**config.mk**
```make
export PLATFORM = sky130hd
export DESIGN_NAME = serial_adder
export DESIGN_NICKNAME = d
export VERILOG_FILES = /design/src/rtl/serial_adder_pkg.sv /design/src/rtl/serial_adder_full_adder_cell.sv /design/src/rtl/serial_adder.sv
export SDC_FILE = /design/constraint.sdc
export NUM_CORES = 1
export LEC_CHECK = 0
export CAP_MARGIN = 25
export CELL_PAD_IN_SITES_DETAIL_PLACEMENT = 1
export CELL_PAD_IN_SITES_GLOBAL_PLACEMENT = 1
export CORE_UTILIZATION = 23
export CTS_CLUSTER_DIAMETER = 120
export CTS_CLUSTER_SIZE = 20
export DETAILED_ROUTE_END_ITERATION = 8
export PLACE_DENSITY_LB_ADDON = 0.15
export SYNTH_ARGS = -nofsm -noshare
export SYNTH_HDL_FRONTEND = slang
export SYNTH_SLANG_ARGS = --single-unit
```
**constraint.sdc**
```tcl
create_clock -name clk -period 2.05 [get_ports clk]
set_input_delay 0.41 -clock clk [delete_from_list [all_inputs] [get_ports clk]]
set_output_delay 0.41 -clock clk [all_outputs]
set_load 0.02 [all_outputs]
```
**src/rtl/serial_adder_pkg.sv**
```systemverilog
// rtl/serial_adder_pkg.sv - shared FSM state type and default width for serial_adder
package serial_adder_pkg;

   localparam int DEFAULT_WIDTH = 8;

   typedef enum logic [1:0] {
      IDLE = 2'd0,
      RUN  = 2'd1,
      DONE = 2'd2
   } state_t;

endpackage

```
**src/rtl/serial_adder_full_adder_cell.sv**
```systemverilog
// rtl/serial_adder_full_adder_cell.sv - single-bit full adder used by the serial datapath
module full_adder_cell (
   input  logic a,
   input  logic b,
   input  logic cin,
   output logic s,
   output logic cout
);

   assign s    = a ^ b ^ cin;
   assign cout = (a & b) | (cin & (a ^ b));

endmodule

```
**src/rtl/serial_adder.sv**
```systemverilog
// rtl/serial_adder.sv - bit-serial adder, one bit per clock LSB-first
// SERIAL_ADDER_OVF_EN adds a signed overflow output.
module serial_adder
   import serial_adder_pkg::*;
#(
   parameter int WIDTH = DEFAULT_WIDTH
) (
   input  logic             clk,
   input  logic             rst_n,
   input  logic             in_valid,
   output logic             in_ready,
   input  logic [WIDTH-1:0] a,
   input  logic [WIDTH-1:0] b,
   output logic             out_valid,
   input  logic             out_ready,
   output logic [WIDTH-1:0] sum,
   output logic             carry_out
`ifdef SERIAL_ADDER_OVF_EN
   ,
   output logic             overflow
`endif
);

   localparam int CW = $clog2(WIDTH) + 1;

   state_t           state;
   state_t           state_nx;
   logic [WIDTH-1:0] a_sh;
   logic [WIDTH-1:0] b_sh;
   logic [WIDTH-1:0] sum_r;
   logic             carry_r;
   logic [CW-1:0]    cnt;
   logic             fa_s;
   logic             fa_c;
   logic             last_bit;

   full_adder_cell u_fa (
      .a    (a_sh[0]),
      .b    (b_sh[0]),
      .cin  (carry_r),
      .s    (fa_s),
      .cout (fa_c)
   );

   assign last_bit = (cnt == CW'(WIDTH - 1));

   always_comb begin
      state_nx  = state;
      in_ready  = 1'b0;
      out_valid = 1'b0;
      case (state)
         IDLE: begin
            in_ready = 1'b1;
            if (in_valid) state_nx = RUN;
         end
         RUN: begin
            if (last_bit) state_nx = DONE;
         end
         DONE: begin
            out_valid = 1'b1;
            if (out_ready) state_nx = IDLE;
         end
         default: state_nx = IDLE;
      endcase
   end

   always_ff @(posedge clk) begin
      if (!rst_n) begin
         state   <= IDLE;
         a_sh    <= '0;
         b_sh    <= '0;
         sum_r   <= '0;
         carry_r <= 1'b0;
         cnt     <= '0;
      end else begin
         state <= state_nx;
         if (state == IDLE && in_valid) begin
            a_sh    <= a;
            b_sh    <= b;
            carry_r <= 1'b0;
            cnt     <= '0;
         end else if (state == RUN) begin
            // Sum bits enter at the MSB so the LSB lands at bit 0 after WIDTH shifts.
            a_sh    <= a_sh >> 1;
            b_sh    <= b_sh >> 1;
            sum_r   <= {fa_s, sum_r[WIDTH-1:1]};
            carry_r <= fa_c;
            cnt     <= cnt + CW'(1);
         end
      end
   end

   assign sum       = sum_r;
   assign carry_out = carry_r;

`ifdef SERIAL_ADDER_OVF_EN
   logic ovf_r;

   // On the MSB step carry_r is the carry into the MSB and fa_c the carry out of it.
   always_ff @(posedge clk) begin
      if (!rst_n)
         ovf_r <= 1'b0;
      else if (state == RUN && last_bit)
         ovf_r <= carry_r ^ fa_c;
   end

   assign overflow = ovf_r;
`endif

endmodule

```
## Word level (Yosys, flattened, before mapping)

Cells that the tools add are included.

- Reduce and logical (&&, ||, !) cells: 6
- Eq/ne operators: 6
- Add/sub/neg operators: 1
- Bitwise logic cells: 7
- Mux-type cells: 10

Operators with widths:

| kind | number |
|---|---|
| $mux W8 | 4 |
| $mux W2 | 3 |
| $ne A2 B2 Y1 const B | 3 |
| $pmux W2 S3 | 1 |
| $add A4 B1 Y4 const B | 1 |
| $eq A4 B3 Y1 const B | 1 |
| $reduce_and A3 Y1 | 1 |
| $and A1 B1 Y1 | 2 |
| $eq A2 B1 Y1 const B | 1 |
| $eq A2 B2 Y1 const B | 1 |
| $logic_not A2 Y1 | 1 |
| $mux W1 | 2 |
| $not A1 Y1 | 2 |
| $reduce_and A2 Y1 | 1 |
| $reduce_bool A2 Y1 | 1 |
| $reduce_or A2 Y1 | 1 |
| $xor A1 B1 Y1 | 2 |
| $logic_and A1 B1 Y1 | 1 |
| $or A1 B1 Y1 | 1 |

- Flip-flop bits (word level): 31
- Word-level logic and storage cells: 36
- Input port bits: 20

## Longest topological paths before layout

- Word-level depth: 4
- Gate-level depth with buffers: 6
- Mapped depth without buffers: 4

## By module

A second synthesis with hierarchy kept.

- Cells, all modules: 160
- Area total of the unflattened synthesis: 1398.8 um^2

By module, submodules not included:

| module | sequential area each (um^2) | times used | area each (um^2) | cells an instance |
|---|---|---|---|---|
| serial_adder | 620.6 | 1 | 1378.8 | 159 |
| full_adder_cell | 0.0 | 1 | 20.0 | 1 |

## Least setup slack after synthesis

OpenSTA, ideal clock, no wires.

- Path kind: register -> output
- From: reg state[1]
- To: out out_valid
- Data arrival time: 0.801 ns
- Buffers on the path: 1
- Data required time: 1.640 ns
- Slack: 0.839 ns
- Stages on the path, launching flop included: 3
- Cells stage by stage: dfxtp_1 > buf_6 > nor2b_1

- Longest elaborated chain between the ends: 2

RTL lines:

| item | line | text |
|---|---|---|
| start: declaration | serial_adder.sv:26 | `state_t state;` |
| start signal: assignment | serial_adder.sv:76 | `state <= state_nx;` |
| $eq A2 B2 Y1 | serial_adder.sv:51 | `case (state)` |
| $mux W1 | serial_adder.sv:51 |  |
| end: declaration | serial_adder.sv:14 | `output logic out_valid,` |

Every way passes these cells.

## Worst setup path after layout

Same ends and word-level chain as after synthesis.

==> reports/results.tsv <==
metric	value	unit
status	completed	
kind of critical path	flip-flop to output port	
Max Clock Freq	544	MHz
sequential fraction of the synthesis area	0.436	
Yosys cell types	33	
Pwr per Cell Area	704	nW/um^2
crit end category	output port	
unrepaired setup endpoints after global routing	no	
Post-synth EDFFs	0	
Hold Buf Count CTS	0	
max cap viols	0	
Synth Cell Area	1420	um^2
global-route usage over all layers	0.131	
main flop type after synthesis	dfxtp_1	
syn avg cell area	8.95	um^2
CTS tree	done	
CP arrival	1.43	ns
drt total wl	3880	um
Static Leak	0.654	nW
Hold WC Path Type	flip-flop to flip-flop	
endpoints failing setup	0	
Ant. Diodes	0	
Crit path required time	1.64	ns
Layout area overhead	30.7	%
ANT nets after route	0	
Final Max Slew Viols	0	
hold slack	0.463	ns
PnR Total Power	1.31	mW
crit-path max FO	3	
Synth area leaders	dfxtp_1 44%, a21oi_1 8.4%, o221ai_1 6.8%	
largest net degree at the start of global routing	21	
setup TNS	0	ns
pre-CTS setup slack	0.115	ns
Hold Vio Cnt, Final	0	
WL met3	165	um
post-cts gate resize count	0	
Max rail drop VDD	0.000210	V
initial antenna violation count	0	
DPL Wire Length	2710	um
Clock Latency Late Sink	0.28	ns
Die ar.	6500	um^2
final worst path period share	0.897	
Site Rows	28	
Top Layer Used	met4	
CORE AREA	5960	um^2
met2 wire len	1910	um
gr ovfl total	0	
syn nets	181	
chip width	80.6	um
async set-reset flop share out of synthesis	0	
clock sink count	31	
Max clock buf depth	2	
Yosys Warn Count	0	
largest area contributor in the netlist	dfxtp_1	
RD Place Congestion	0.748	
Post-CTS Setup Repair Bufs	0	
htree depth	2	
global-route wire length before repair	6300	um
DR iter-0 viols	74	
Initial Util	0.239	
Post-route DRC	0	
Gate Count Post-Synth	159	
fin crit period	1.84	ns
Final WS setup	0.212	ns
clock skew	0.0106	ns
Yosys reg bits	31	
Final Net Count	212	
Synth top area share	0.436	
CTS root buf	clkbuf_8	
Vias/cell	4.98	
Port Buffers	30	
total via count after detailed routing	1324	
Startpoint Class	flip-flop	
Die Y	80.6	um
Reg clk slew, reported paths	0.07	ns
Post-Route M1 WL	1760	um
Slew HR	0.661	
vias in the first global route	1311	
FILL cells	716	
drt first pass iters	4	
num ports	31	
CTS Buf Count	5	
Routed WL per cell	14.6	um
Worst-Margin Slew	0.509	ns
share of layout cells above drive strength 1	0.105	
==> worst max-delay path: stages, from the launching register on <==
cell and delay [ns]:
dfxtp_1 0.35, nor2b_1 0.17, clkdlybuf4s50_1 0.62
==> worst paths after layout <==
check                start   endpoint  slack (ns)  cells after the start
setup / recovery  state[1]  out_valid        0.21                      2
hold / removal      sum[0]     sum[0]        0.46                      2
setup reg to reg  state[1]     cnt[3]        0.65                      4
hold reg to reg     sum[0]     sum[0]        0.46                      2
==> cell families (layout without fill, tap and decap cells) <==
logic type / Yosys count / in the layout / synth area share
mux: 1 / 1 / 0.00704
simple gates: 46 / 46 / 0.185
buf+inv: 17 / 49 / 0.0747
flops: 31 / 31 / 0.436
fa+ha+maj: 2 / 2 / 0.0229
compound gates: 62 / 62 / 0.274
==> per-stage QoR <==
step / cell area (um^2) / utilization / cells
floorplan: 1420 / - / 159
global placement: 1780 / 0.299 / 258
detailed placement: 1780 / 0.299 / 258
CTS: 1860 / 0.312 / 266
global route: 1860 / 0.312 / 266
finish: 1860 / 0.312 / 266
==> Yosys cell counts (3+ instances only) <==
cell	count
a21oi_1	24
buf_2	4
buf_6	4
clkbuf_1	3
dfxtp_1	31
inv_1	4
nand2_1	18
nand2b_1	3
nor2_1	5
nor2b_1	3
o21ai_0	12
o221ai_1	11
o22ai_1	6
or3b_1	3
or3b_2	5
==> area by class of cell <==
class / instances / area, um^2 / area share
Clock buffer: 7 / 76.3 / 0.0410
Clock inverter: 1 / 5.00 / 0.00269
Inverter: 4 / 15.0 / 0.00808
Multi-Input combinational cell: 111 / 696 / 0.374
Sequential cell: 31 / 621 / 0.334
Tap cell: 75 / 93.8 / 0.0505
Timing Repair Buffer: 37 / 353 / 0.190
==> layer usage <==
metal | vias up | track usage
met5 | - | 0
met4 | 0 | 0.0554
met3 | 4 | 0.0409
met2 | 28 | 0.217
met1 | 650 | 0.154
li1 | 642 | -
==> power by group <==
group / internal (mW) / leakage [nW] / switching [mW]
combinational: 0.0923 / 0.357 / 0.0875
sequential: 0.636 / 0.254 / 0.0258
clock: 0.238 / 0.0422 / 0.230
==> flip-flops by register name, indices dropped and copies added, names as in the netlist <==
signal and count:
carry_out 1, state 2, b_sh 8, sum 8, a_sh 8, cnt 4
==> layout by cell type (no fill, tap or decap), types with 3 or more instances in the layout <==
| master | count |
|---|---|
| dfxtp_1 | 31 |
| clkdlybuf4s50_1 | 30 |
| a21oi_1 | 24 |
| nand2_1 | 18 |
| o21ai_0 | 12 |
| o221ai_1 | 11 |
| buf_4 | 7 |
| o22ai_1 | 6 |
| nor2_1 | 5 |
| or3b_2 | 5 |
| clkbuf_8 | 5 |
| inv_1 | 4 |
| nor2b_1 | 3 |
| nand2b_1 | 3 |
| or3b_1 | 3 |
Power figures use the tool's default switching activity.
